**src/rtl/camera_pkg.sv**
```systemverilog
// Shared constants for the camera pipeline: main-FSM state codes (also decoded
// by the exposure-time controller), exposure limits and readout counter width.
package camera_pkg;

   localparam logic [1:0] S_IDLE     = 2'b00;
   localparam logic [1:0] S_EXPOSURE = 2'b01;
   localparam logic [1:0] S_READOUT  = 2'b10;

   localparam int EXP_MIN = 2;
   localparam int EXP_MAX = 30;

   // Holds 2L-1 = 31 at G_SETTLE = G_ADC_HIGH = 7, so the count never wraps
   localparam int RC_W = 5;

endpackage

```
**src/rtl/camera_readout_seq.sv**
```systemverilog
// Two-row readout sequencer: for each row, NRE low for settle + ADC pulse + hold,
// then one cycle released; o_Done marks the final count of the second row.
module camera_readout_seq
   import camera_pkg::*;
#(
   parameter int G_SETTLE   = 1,
   parameter int G_ADC_HIGH = 1
) (
   input  logic i_Clock,
   input  logic i_Reset,
   input  logic i_Start,
   output logic o_NRE_1,
   output logic o_NRE_2,
   output logic o_ADC,
   output logic o_Done
);

   localparam int L = G_SETTLE + G_ADC_HIGH + 2;
   localparam logic [RC_W-1:0] C_L        = RC_W'(L);
   localparam logic [RC_W-1:0] C_LAST     = RC_W'(2 * L - 1);
   localparam logic [RC_W-1:0] C_SETTLE   = RC_W'(G_SETTLE);
   localparam logic [RC_W-1:0] C_ADC_END  = RC_W'(G_SETTLE + G_ADC_HIGH);
   localparam logic [RC_W-1:0] C_HOLD_END = RC_W'(L - 1);

   logic [RC_W-1:0] r_Rc;
   logic            r_Active;
   logic            w_Row2;
   logic [RC_W-1:0] w_Pos;
   logic            w_Low;

   always_ff @(posedge i_Clock) begin
      if (i_Reset) begin
         r_Rc     <= '0;
         r_Active <= 1'b0;
      end else if (i_Start) begin
         r_Rc     <= '0;
         r_Active <= 1'b1;
      end else if (r_Active) begin
         if (r_Rc == C_LAST)
            r_Active <= 1'b0;
         else
            r_Rc <= r_Rc + 1'b1;
      end
   end

   // Position within the current row; both rows share one strobe pattern
   always_comb begin
      w_Row2  = (r_Rc >= C_L);
      w_Pos   = w_Row2 ? (r_Rc - C_L) : r_Rc;
      w_Low   = r_Active && (w_Pos < C_HOLD_END);
      o_NRE_1 = ~(w_Low & ~w_Row2);
      o_NRE_2 = ~(w_Low & w_Row2);
      o_ADC   = r_Active && (w_Pos >= C_SETTLE) && (w_Pos < C_ADC_END);
      o_Done  = r_Active && (r_Rc == C_LAST);
   end

endmodule

```
**src/rtl/camera_main_fsm.sv**
```systemverilog
// Top-level camera sequencer IDLE -> EXPOSURE -> READOUT -> IDLE; owns the
// state register and Init edge detect, delegates row timing to the readout sequencer.
module camera_main_fsm
   import camera_pkg::*;
#(
   parameter int G_SETTLE   = 1,
   parameter int G_ADC_HIGH = 1
) (
   input  logic       i_Clock,
   input  logic       i_Reset,
   input  logic       i_Init,
   input  logic [4:0] i_count_time,
   output logic [1:0] o_Main_FSM,
   output logic       o_Erase,
   output logic       o_Expose,
   output logic       o_NRE_1,
   output logic       o_NRE_2,
   output logic       o_ADC,
   output logic       o_Frame_done
);

   logic [1:0] r_State;
   logic [1:0] w_Next;
   logic       r_Init_Prev;
   logic       r_Frame_done;
   logic       w_Start;
   logic       w_Seq_Start;
   logic       w_NRE_1;
   logic       w_NRE_2;
   logic       w_ADC;
   logic       w_Done;

   assign w_Start     = i_Init & ~r_Init_Prev;
   assign w_Seq_Start = (r_State == S_EXPOSURE) && (i_count_time == 5'd0);

   camera_readout_seq #(
      .G_SETTLE   (G_SETTLE),
      .G_ADC_HIGH (G_ADC_HIGH)
   ) u_readout (
      .i_Clock (i_Clock),
      .i_Reset (i_Reset),
      .i_Start (w_Seq_Start),
      .o_NRE_1 (w_NRE_1),
      .o_NRE_2 (w_NRE_2),
      .o_ADC   (w_ADC),
      .o_Done  (w_Done)
   );

   always_ff @(posedge i_Clock) begin
      if (i_Reset) begin
         r_State      <= S_IDLE;
         r_Init_Prev  <= 1'b0;
         r_Frame_done <= 1'b0;
      end else begin
         r_State      <= w_Next;
         r_Init_Prev  <= i_Init;
         r_Frame_done <= (r_State == S_READOUT) && w_Done;
      end
   end

   // Starts outside IDLE are dropped; encoding 11 falls back to IDLE
   always_comb begin
      w_Next = S_IDLE;
      case (r_State)
         S_IDLE:     w_Next = w_Start ? S_EXPOSURE : S_IDLE;
         S_EXPOSURE: w_Next = (i_count_time == 5'd0) ? S_READOUT : S_EXPOSURE;
         S_READOUT:  w_Next = w_Done ? S_IDLE : S_READOUT;
         default:    w_Next = S_IDLE;
      endcase
   end

   always_comb begin
      o_Main_FSM   = r_State;
      o_Expose     = (r_State == S_EXPOSURE);
      o_Erase      = (r_State != S_EXPOSURE) && (r_State != S_READOUT);
      o_NRE_1      = (r_State == S_READOUT) ? w_NRE_1 : 1'b1;
      o_NRE_2      = (r_State == S_READOUT) ? w_NRE_2 : 1'b1;
      o_ADC        = (r_State == S_READOUT) ? w_ADC : 1'b0;
      o_Frame_done = r_Frame_done;
   end

endmodule

```
**config.mk**
```make
export PLATFORM = sky130hd
export DESIGN_NAME = camera_main_fsm
export DESIGN_NICKNAME = d
export VERILOG_FILES = /design/src/rtl/camera_pkg.sv /design/src/rtl/camera_readout_seq.sv /design/src/rtl/camera_main_fsm.sv
export SDC_FILE = /design/constraint.sdc
export NUM_CORES = 1
export LEC_CHECK = 0
export ABC_AREA = 1
export BUFFER_PORTS_ARGS = -buffer_cell sky130_fd_sc_hd__buf_4
export CAP_MARGIN = 30
export CELL_PAD_IN_SITES_DETAIL_PLACEMENT = 1
export CELL_PAD_IN_SITES_GLOBAL_PLACEMENT = 1
export CORE_MARGIN = 1.5
export CORE_UTILIZATION = 38
export DETAILED_ROUTE_END_ITERATION = 6
export HOLD_SLACK_MARGIN = 0.08
export PLACE_DENSITY = 0.87
export SKIP_CTS_REPAIR_TIMING = 1
export SYNTH_ARGS = -nofsm -noshare
export SYNTH_HDL_FRONTEND = slang
export SYNTH_SLANG_ARGS = --single-unit
```
**constraint.sdc**
```tcl
create_clock -name i_Clock -period 2.7 [get_ports i_Clock]
set_input_delay 0.54 -clock i_Clock [delete_from_list [all_inputs] [get_ports i_Clock]]
set_output_delay 0.54 -clock i_Clock [all_outputs]
set_load 0.02 [all_outputs]
```
==> metrics.md, run 1 <==
| Metric | Value |
|---|---|
| Clock latency on the worst-skew pair | `0.26 ns` |
| Compound-cell area share of the yosys netlist | `6.84%` |
| Clk buf depth | `2` |
| Largest family of logic cells by synthesized area | `simple AND/OR/NAND/NOR gates` |
| Reg clk slew, reported paths | `0.07 ns` |
| Flops & latches, synth | `10` |
| Final WS setup | `0.474 ns` |
| Total number of vias | `667` |
| Vias per cell | `5.13` |
| TNS Setup | `0 ns` |
| Worst r2r path cells | `8` |
| Violated checks | `design-rule violations` |
| Clock root buffer master | `clkbuf_4` |
| Num CTS Buffers | `3` |
| Max_cap viols | `0` |
| Post-Syn Area | `658 sq um` |
| I/O Buffers | `15` |
| Post-Place Setup Slack | `0.752 ns` |
| Syn avg cell area | `6.86 sq um` |
| CP endpoint kind | `output port` |
| Post-synthesis cell type count | `16` |
| Die X | `44.6 um` |
| Overflow after GRT | `0` |
| First-pass GRT wire length | `2.84 mm` |
| Layout cell share with drive strength beyond 1 | `19.3%` |
| Power density over the cells | `354 nW/um^2` |
| Setup Viol. Count Final | `0` |
| Net Count, Synth | `114` |
| Register area | `200 sq um` |
| Routed length per instance | `12.9 um` |
| Tmin final | `2.23 ns` |
| Slew headroom | `79.9%` |
| Io pins | `16` |
| Final wirelength | `1.68 mm` |
| Worst setup endpoint | `o_ADC` |
| Antenna cells | `0` |
| Hold WC Path Type | `primary input to flop` |
| TritonCTS clock tree | `built` |
| Placement Rows | `14` |
| Worst-path fanout max | `6` |
| DRC viols | `1` |
| Critical R2R Launch | `u_readout.r_Rc[3]` |
| Area grow syn2layout | `23.6%` |
| Synthesized-area fraction occupied by adder cells | `19.0%` |
| CP required | `2.16 ns` |
| Largest net degree at the start of global routing | `9` |
| Post-synthesis mux area share | `0%` |
| Worst R2R End | `u_readout.r_Rc[0]` |
| Area occupied by multi-input gates | `402 sq um` |
| Final Max Slew Viols | `0` |
| Final core occ | `52.2%` |
| WS Path Type | `flop to output port` |
| Slew @ Worst Pin | `0.300 ns` |
| Tot GR Track Use | `19.4%` |
| Die Ht | `44.6 um` |
| # fillers | `209` |
| Tot Pwr | `0.288 mW` |
| Clock sink count | `10` |
| Post-Synth XOR/XNOR Area | `1.33%` |
| Vias in the first global route | `686` |
| Clock Skew | `0.00913 ns` |
| Seq/Total Area, Yosys | `30.4%` |
| Synth Instances | `96` |
| RSZ-0062 raised after global routing | `no` |
| Cell leakage power | `0.388 nW` |
| Min-delay src | `i_Reset` |
| Outcome | `finished, violations left` |
| Crit path from | `u_readout.r_Rc[3]` |
| Die footprint | `1990 sq um` |
| Dpl hpwl | `1.42 mm` |
| Post-Synth Simple-Gate Area | `33.8%` |
| Initial antenna violation count | `0` |
| GP Congestion | `0.823` |
| Core area | `1560 sq um` |
| Worst vdd ir | `0.000204 V` |
| Leading cell types in the layout, fill and taps excluded | `25 x nand2_1, 15 x buf_4, 14 x inv_1` |
| Commonest non-fill, non-tap cell in the layout | `nand2_1` |
| Max Clock Freq | `0.449 GHz` |
| Final hold vios | `0` |
| Tcrit/Tclk final | `82.5%` |
| Critical Path Start Type | `flop` |
| First-pass DRT Iterations | `6` |
| Antenna Nets Post-Route | `0` |
| Detailed Route Iter0 Violations | `2` |
| Critical Path AT | `1.69 ns` |
| R2R Setup Slk | `1.30 ns` |
| Initial core utilization | `42.2%` |
| H-tree depth | `1` |
| Layout Nets | `134` |
| Yosys warns | `0` |
==> worst max-delay path, stage by stage, from the launching register on <==
cell and delay, ns:
dfxtp_1 0.43, inv_1 0.12, ha_1 0.24, nand2_1 0.11, nand3_1 0.12, nand2_1 0.11, o21ai_1 0.07, nor2_1 0.09
buf_4 0.14
==> how the worst min path moves through the flow <==
stage | endpoint | depth (start not counted)
3_5_place_dp | o_Main_FSM[0] | 3
3_3_place_gp | o_Main_FSM[0] | 3
6_report | u_readout.r_Active | 2
5_1_grt | u_readout.r_Active | 2
2_1_floorplan | o_Main_FSM[0] | 3
4_1_cts | u_readout.r_Active | 2
==> per-layer routing <==
layer  track usage [%]  wire (um)  vias to the layer above
met5                 0          0                        -
met2              36.2        893                       11
met4              5.45         13                        0
met3              3.67         41                        2
li1                  -          -                      343
met1              22.1        731                      311
==> flip-flops by register name, indices dropped and copies added (netlist names) <==
name and cells:
o_Frame_done 1, o_Main_FSM 2, r_Init_Prev 1, u_readout.r_Active 1, u_readout.r_Rc 5
==> cell usage after synthesis <==
cell type	n	share of area [%]
ha_1	10	19
nand2_2	1	0.95
xor2_1	1	1.3
inv_1	14	8.0
nor3_1	2	1.5
a21oi_1	7	5.3
nor2_2	1	0.95
nand3_1	7	5.3
or2_2	1	0.95
inv_2	1	0.57
o21ai_0	1	0.76
nand2_1	25	14
dfxtp_1	10	30
nor2_1	9	5.1
nand4_1	5	4.8
o21ai_1	1	0.76
==> power breakdown <==
part	total, mW	switching (mW)	internal, mW
clock network	0.100	0.0488	0.0513
logic	0.0349	0.0181	0.0167
registers	0.153	0.00273	0.150
total	0.288	0.0696	0.218
==> final cells by class <==
type | count | area share (%)
Tap cell | 16 | 2.46
Sequential cell | 10 | 24.6
Clock buffer | 3 | 2.77
Multi-Input combinational cell | 71 | 49.4
Timing Repair Buffer | 15 | 13.8
Inverter | 15 | 6.92
==> logic make-up after synthesis <==
| kind of cell | after synthesis |
|---|---|
| XOR/XNOR | 1 |
| flip-flops | 10 |
| AO/OA/AOI/OAI | 9 |
| AND/OR/NAND/NOR | 51 |
| buffers and inverters | 15 |
| adder cells (fa/ha/maj) | 10 |
==> metrics by stage <==
step	hold WS, ns	instance area [sq um]	instances
6_report	0.474	813	130
3_5_place_dp	0.503	791	127
5_1_grt	0.482	813	130
3_3_place_gp	0.493	791	127
4_1_cts	0.474	813	130
2_1_floorplan	0.461	658	96
No activity file was read; power rests on OpenSTA's default activity.
==> inputs of run 2 (changes only) <==
Settings changed: ABC_AREA 1 to 0, CORE_UTILIZATION 38 to 33, PLACE_DENSITY 0.87 to 0.78.
Clock period 2.7 ns to 1.8 ns, I/O delays scaled along.
==> metrics.md, run 2 <==
| Metric | Value |
|---|---|
| Antenna cells | `0 (unchanged)` |
| DRC viols | `0 (was 1)` |
| Comb pwr share | `12.7% (was 12.1%)` |
| Routed length per instance | `13.7 um (was 12.9 um)` |
| Violated checks | `negative setup slack (was design-rule violations)` |
| WS Path Type | `flop to output port (unchanged)` |
| Area grow syn2layout | `41.8% (was 23.6%)` |
| Top cells by count, synth | `10 x dfxtp_1, 10 x ha_1, 9 x inv_1 (was 25 x nand2_1, 14 x inv_1, 10 x dfxtp_1, 10 x ha_1, 9 x nor2_1)` |
| Clk buf depth | `2 (unchanged)` |
| Reg clk slew, reported paths | `0.07 ns (about the same)` |
| Sequential share of power | `51.9% (was 53.1%)` |
| Hold WC Path Type | `primary input to flop (unchanged)` |
| Initial antenna violation count | `0 (unchanged)` |
| First-pass DRT Iterations | `4 (was 6)` |
| Critical Path Start Type | `flop (unchanged)` |
| RSZ-0062 raised after global routing | `yes (was no)` |
| Worst-path fanout max | `3 (was 6)` |
| Placement Rows | `15 (was 14)` |
| Yosys warns | `0 (unchanged)` |
| Outcome | `finished, violations left (unchanged)` |
| Cell accounting for the most synthesized area | `dfxtp_1 (unchanged)` |
| CP required | `1.44 ns (was 2.16 ns)` |
| Net Count, Synth | `93 (was 114)` |
| Internal power | `0.330 mW (was 0.218 mW)` |
| Worst vdd ir | `0.000242 V (was 0.000204 V)` |
| Power density over the cells | `483 nW/um^2 (was 354 nW/um^2)` |
| Core area | `1780 sq um (was 1560 sq um)` |
| Max_cap viols | `0 (unchanged)` |
| GP Congestion | `0.740 (was 0.823)` |
| Detailed Route Iter0 Violations | `4 (was 2)` |
| Synth Instances | `75 (was 96)` |
| Final wirelength | `1.70 mm (was 1.68 mm)` |
| Tot GR Track Use | `18.3% (was 19.4%)` |
| Finished Layout Cells | `124 (was 130)` |
| Die Ht | `47.1 um (was 44.6 um)` |
| Die footprint | `2210 sq um (was 1990 sq um)` |
| Area share of the largest cell type after synthesis | `31.3% (was 30.4%)` |
| H-tree depth | `1 (unchanged)` |
| Layout Nets | `119 (was 134)` |
| Asr flop ratio synth | `0% (unchanged)` |
| Leading cell types in the layout, fill and taps excluded | `22 x buf_4, 8 x ha_1, 7 x inv_1, 7 x dfxtp_1, 6 x nand3_1 (was 25 x nand2_1, 15 x buf_4, 14 x inv_1)` |
| Commonest non-fill, non-tap cell in the layout | `buf_4 (was nand2_1)` |
| Overflow after GRT | `0 (unchanged)` |
| EDFF count, synth | `0 (unchanged)` |
| CP endpoint kind | `output port (unchanged)` |
| Clock Skew | `0.00235 ns (was 0.00913 ns)` |
| Slew @ Worst Pin | `0.460 ns (was 0.300 ns)` |
| Max Clock Freq | `0.500 GHz` |
| Largest net degree at the start of global routing | `9 (unchanged)` |
| Dpl cell area | `851 sq um (was 791 sq um)` |
| Tcrit/Tclk final | `111%` |
| Register with the most flip-flops | `u_readout.r_Rc (unchanged)` |
| Psw | `0.109 mW (was 0.0696 mW)` |
| Post-synthesis cell type count | `24 (was 16)` |
| Slew headroom | `69.1% (was 79.9%)` |
| I/O Buffers | `15 (unchanged)` |
| Initial core utilization | `35.9% (was 42.2%)` |
| Synth area leaders | `dfxtp_1 31%, ha_1 20%, inv_1 5.3% (was dfxtp_1 30%, ha_1 19%, nand2_1 14%)` |
| Post-route cell area | `908 sq um (was 813 sq um)` |
| Setup Viol. Count Final | `3 (was 0)` |
| Io pins | `16 (unchanged)` |
| Sw Ratio | `24.8% (was 24.2%)` |
| Cell leakage power | `0.370 nW (was 0.388 nW)` |
| Tmin final | `2.00 ns` |
| Dpl hpwl | `1.31 mm (was 1.42 mm)` |
| Seq/Total Area, Yosys | `31.3% (was 30.4%)` |
| Vias in the first global route | `621 (was 686)` |
| Num CTS Buffers | `3 (unchanged)` |
| DP Cell Count | `120 (was 127)` |
| Clock sink count | `10 (unchanged)` |
| Flops & latches, synth | `10 (unchanged)` |
| Antenna Nets Post-Route | `0 (unchanged)` |
| TritonCTS clock tree | `built (unchanged)` |
| Clock root buffer master | `clkbuf_4 (unchanged)` |
| Clock latency on the worst-skew pair | `0.26 ns (about the same)` |
| Final hold vios | `0 (unchanged)` |
| Post-Syn Area | `641 sq um (was 658 sq um)` |
| Critical Path AT | `1.64 ns (was 1.69 ns)` |
| Die X | `47.1 um (was 44.6 um)` |
| Total number of vias | `636 (was 667)` |
| Final Max Slew Viols | `0 (unchanged)` |
| Clock share of power | `35.4% (was 34.8%)` |
| Post-synth top flop | `dfxtp_1 (unchanged)` |
| First-pass GRT wire length | `2.68 mm (was 2.84 mm)` |
| Tot Pwr | `0.439 mW (was 0.288 mW)` |
| Layout cell share with drive strength beyond 1 | `39.4% (was 19.3%)` |
| Syn avg cell area | `8.54 sq um (was 6.86 sq um)` |
| Max reg flops | `5 (unchanged)` |
| Final WS setup | `-0.199 ns (was 0.474 ns)` |
| Vias per cell | `5.13 (about the same)` |
-- run 2: cell types whose count changed in the layout (fill, tap and decap cells not counted), sizes merged, moves of 2 or more --
cell | before | now
a211oi | 0 | 2
a21oi | 7 | 5
buf | 15 | 23
inv | 15 | 9
nand2 | 26 | 4
nand3b | 0 | 2
nand4 | 5 | 1
nor2 | 10 | 3
nor4 | 0 | 3
o21ai | 2 | 6
or3 | 0 | 2
-- run 2: final cells by class --
class / count / area [sq um]
clock buffers: 3 / 22.5
fillers: 231 / 875
inverters: 9 / 33.8
multi-input cells: 54 / 440
flip-flops and latches: 10 / 204
well taps: 25 / 31.3
repair buffers: 23 / 176
-- run 2: stage by stage --
stage	hold WS [ns]	setup TNS, ns	utilization, %	setup WS [ns]
3_5_place_dp	0.515	-0.00115	47.7	-0.00115
5_1_grt	0.292	-0.757	50.9	-0.310
4_1_cts	0.289	-0.651	49.0	-0.297
6_report	0.299	-0.423	50.9	-0.199
3_3_place_gp	0.519	0	47.7	0.0593
2_1_floorplan	0.429	-0.0116	-	-0.0116
-- run 2: per-layer routing --
layer	part of all wire [%]	global-route usage (%)
met1	38	18.4
met2	56	31.8
met3	2.3	3.85
met4	4.1	15.6
met5	0	0
-- run 2: cell families (layout without fill, tap and decap cells) --
group | count (synthesis) | after routing | share of synthesized area (%)
and+or+nand+nor | 25 | 25 | 21.5
AOI/OAI and AO/OA | 17 | 17 | 17.2
buffers and inverters | 11 | 35 | 7.62
adders and majority gates | 10 | 10 | 19.5
DFF | 10 | 10 | 31.2
xor gates and xnor gates | 1 | 1 | 1.37
muxes | 1 | 1 | 1.56
-- run 2: worst max-delay path, stage by stage (launching register included) --
cell       delay, ns
dfxtp_2         0.33
inv_2           0.05
ha_4            0.16
a2111oi_4       0.42
a31oi_2         0.10
nor4_4          0.14
buf_4           0.18
-- run 2: final timing paths --
check,start,end,slack (ns),cells after the start
min reg2reg,r_Init_Prev,o_Main_FSM[0],0.53,2
min,i_Reset,u_readout.r_Active,0.30,2
max,u_readout.r_Rc[0],o_ADC,-0.20,6
max reg2reg,u_readout.r_Rc[0],u_readout.r_Rc[3],0.17,6
-- run 2: power by group through the flow --
stage	logic, mW	clock network [mW]	registers [mW]
global route	0.0610	0.177	0.228
global placement	0.0533	0	0.233
finish	0.0556	0.156	0.228
CTS	0.0559	0.161	0.228
detailed placement	0.0551	0	0.233
floorplan	0.0241	0	0.235
==> inputs of run 3 (changes only) <==
Settings changed: PLACE_DENSITY 0.78 to not set, PLACE_DENSITY_LB_ADDON set to 0.1.
==> metrics.md, run 3 (synthesis results as in run 2) <==
| Metric | Value |
|---|---|
| Routed length per instance | `13.4 um (was 13.7 um)` |
| CP required | `1.44 ns (about the same)` |
| RSZ-0062 raised after global routing | `yes (unchanged)` |
| Clk buf depth | `2 (unchanged)` |
| Slew headroom | `67.2% (was 69.1%)` |
| Max Clock Freq | `0.500 GHz (about the same)` |
| Tcrit/Tclk final | `111% (about the same)` |
| Leading cell types in the layout, fill and taps excluded | `22 x buf_4, 8 x ha_1, 7 x inv_1, 7 x dfxtp_1, 6 x nand3_1 (unchanged)` |
| Slew @ Worst Pin | `0.488 ns (was 0.460 ns)` |
| Die footprint | `2210 sq um (unchanged)` |
| Max_cap viols | `0 (unchanged)` |
| Clock sink count | `10 (unchanged)` |
| I/O Buffers | `15 (unchanged)` |
| Num CTS Buffers | `3 (unchanged)` |
| H-tree depth | `1 (unchanged)` |
| CP endpoint kind | `output port (unchanged)` |
| Tmin final | `2.00 ns (about the same)` |
| Antenna Nets Post-Route | `0 (unchanged)` |
| Initial core utilization | `35.9% (unchanged)` |
| First-pass DRT Iterations | `2 (was 4)` |
| Commonest non-fill, non-tap cell in the layout | `buf_4 (unchanged)` |
| Total number of vias | `635 (was 636)` |
| Initial antenna violation count | `0 (unchanged)` |
| Outcome | `finished, violations left (unchanged)` |
| Clock Skew | `0.00883 ns (was 0.00235 ns)` |
| Overflow after GRT | `0 (unchanged)` |
| DRC viols | `0 (unchanged)` |
| Violated checks | `negative setup slack (unchanged)` |
| Core area | `1780 sq um (unchanged)` |
| Critical Path AT | `1.64 ns (about the same)` |
| Setup Viol. Count Final | `3 (unchanged)` |
| Crit path from | `u_readout.r_Rc[0] (unchanged)` |
| # fillers | `212 (was 231)` |
| Register with the most flip-flops | `u_readout.r_Rc (unchanged)` |
| Tot GR Track Use | `18.3% (about the same)` |
| Worst-path fanout max | `3 (unchanged)` |
| Vias per cell | `5.12 (was 5.13)` |
| Final WS setup | `-0.200 ns (was -0.199 ns)` |
| Max reg flops | `5 (unchanged)` |
| Layout Nets | `118 (was 119)` |
| Finished Layout Cells | `124 (unchanged)` |
| Dpl hpwl | `1.34 mm (was 1.31 mm)` |
| R2R Setup Slk | `0.30 ns (was 0.17 ns)` |
| Area grow syn2layout | `44.3% (was 41.8%)` |
| Final wirelength | `1.66 mm (was 1.70 mm)` |
| First-pass GRT wire length | `2.71 mm (was 2.68 mm)` |
| GP Congestion | `0.735 (was 0.740)` |
| Critical R2R Launch | `u_readout.r_Rc[0] (unchanged)` |
| Worst R2R End | `u_readout.r_Rc[2] (was u_readout.r_Rc[3])` |
| Io pins | `16 (unchanged)` |
| Tot Pwr | `0.498 mW (was 0.439 mW)` |
| DP Cell Count | `120 (unchanged)` |
| Min-delay src | `i_Reset (unchanged)` |
| Clock latency on the worst-skew pair | `0.28 ns (was 0.26 ns)` |
| Detailed Route Iter0 Violations | `11 (was 4)` |
| Largest net degree at the start of global routing | `9 (unchanged)` |
| Worst vdd ir | `0.000400 V (was 0.000242 V)` |
| Hold WC Path Type | `primary input to flop (unchanged)` |
| Cell leakage power | `0.380 nW (was 0.370 nW)` |
| Clock root buffer master | `clkbuf_4 (unchanged)` |
| Worst setup endpoint | `o_ADC (unchanged)` |
| Die Ht | `47.1 um (unchanged)` |
| Vias in the first global route | `627 (was 621)` |
| Die X | `47.1 um (unchanged)` |
| Antenna cells | `0 (unchanged)` |
| Final Max Slew Viols | `0 (unchanged)` |
| TritonCTS clock tree | `built (unchanged)` |
| Worst r2r path cells | `5 (was 6)` |
| WS Path Type | `flop to output port (unchanged)` |
| Layout cell share with drive strength beyond 1 | `41.4% (was 39.4%)` |
| Placement Rows | `15 (unchanged)` |
| Power density over the cells | `539 nW/um^2 (was 483 nW/um^2)` |
| Final hold vios | `0 (unchanged)` |
| TNS Setup | `-0.485 ns (was -0.423 ns)` |
| Reg clk slew, reported paths | `0.08 ns (was 0.07 ns)` |
| Critical Path Start Type | `flop (unchanged)` |
-- run 3: cell count changes in the layout (fill, tap and decap cells not counted) --
cell / delta
buf_6: -1
xnor2_1: -1
nor4_1: -1
xnor2_2: +1
clkbuf_8: +1
nor4_2: +1
-- run 3: cell type report --
class	instances	area, sq um	share of cell area, %
Multi-Input combinational cell	54	454	49.1
Sequential cell	10	204	22.1
Timing Repair Buffer	22	165	17.9
Clock buffer	4	36.3	3.92
Inverter	9	33.8	3.65
Tap cell	25	31.3	3.38
-- run 3: critical path, cell delays in order (launching register included) --
cell	delay (ns)
dfxtp_2	0.33
inv_2	0.05
ha_4	0.16
a2111oi_4	0.43
a31oi_2	0.09
nor4_4	0.13
buf_4	0.17
-- run 3: worst min-delay path by stage --
| stage | to | slack, ns | cells after the start |
|---|---|---|---|
| 2_1_floorplan | u_readout.r_Active | 0.43 | 1 |
| 5_1_grt | o_Main_FSM[1] | 0.29 | 2 |
| 3_3_place_gp | u_readout.r_Rc[0] | 0.53 | 3 |
| 6_report | r_Init_Prev | 0.29 | 2 |
| 3_5_place_dp | o_Main_FSM[0] | 0.54 | 2 |
| 4_1_cts | r_Init_Prev | 0.28 | 2 |
-- run 3: power breakdown --
part / total (mW) / switching (mW) / internal [mW] / leakage (nW)
Clock: 0.216 / 0.0929 / 0.123 / 0.0210
Sequential: 0.228 / 0.00315 / 0.225 / 0.0826
Combinational: 0.0543 / 0.0265 / 0.0278 / 0.276
Total: 0.498 / 0.123 / 0.376 / 0.380
-- run 3: stage by stage --
| stage | setup slack (ns) | util (%) | hold slack (ns) | area (sq um) |
|---|---|---|---|---|
| 2_1_floorplan | -0.0116 | - | 0.429 | 669 |
| 3_3_place_gp | 0.0696 | 47.7 | 0.533 | 851 |
| 3_5_place_dp | 0.0253 | 47.7 | 0.536 | 851 |
| 4_1_cts | -0.286 | 49.8 | 0.283 | 887 |
| 5_1_grt | -0.292 | 51.9 | 0.293 | 925 |
| 6_report | -0.200 | 51.9 | 0.288 | 925 |
-- run 3: routing by layer --
| layer | up-vias | routed length [um] | GRT usage [%] |
|---|---|---|---|
| met5 | - | 0 | 0 |
| met4 | 0 | 12 | 8.89 |
| met3 | 2 | 44 | 5.77 |
| met2 | 9 | 823 | 28.5 |
| met1 | 309 | 777 | 22.7 |
| li1 | 315 | - | - |
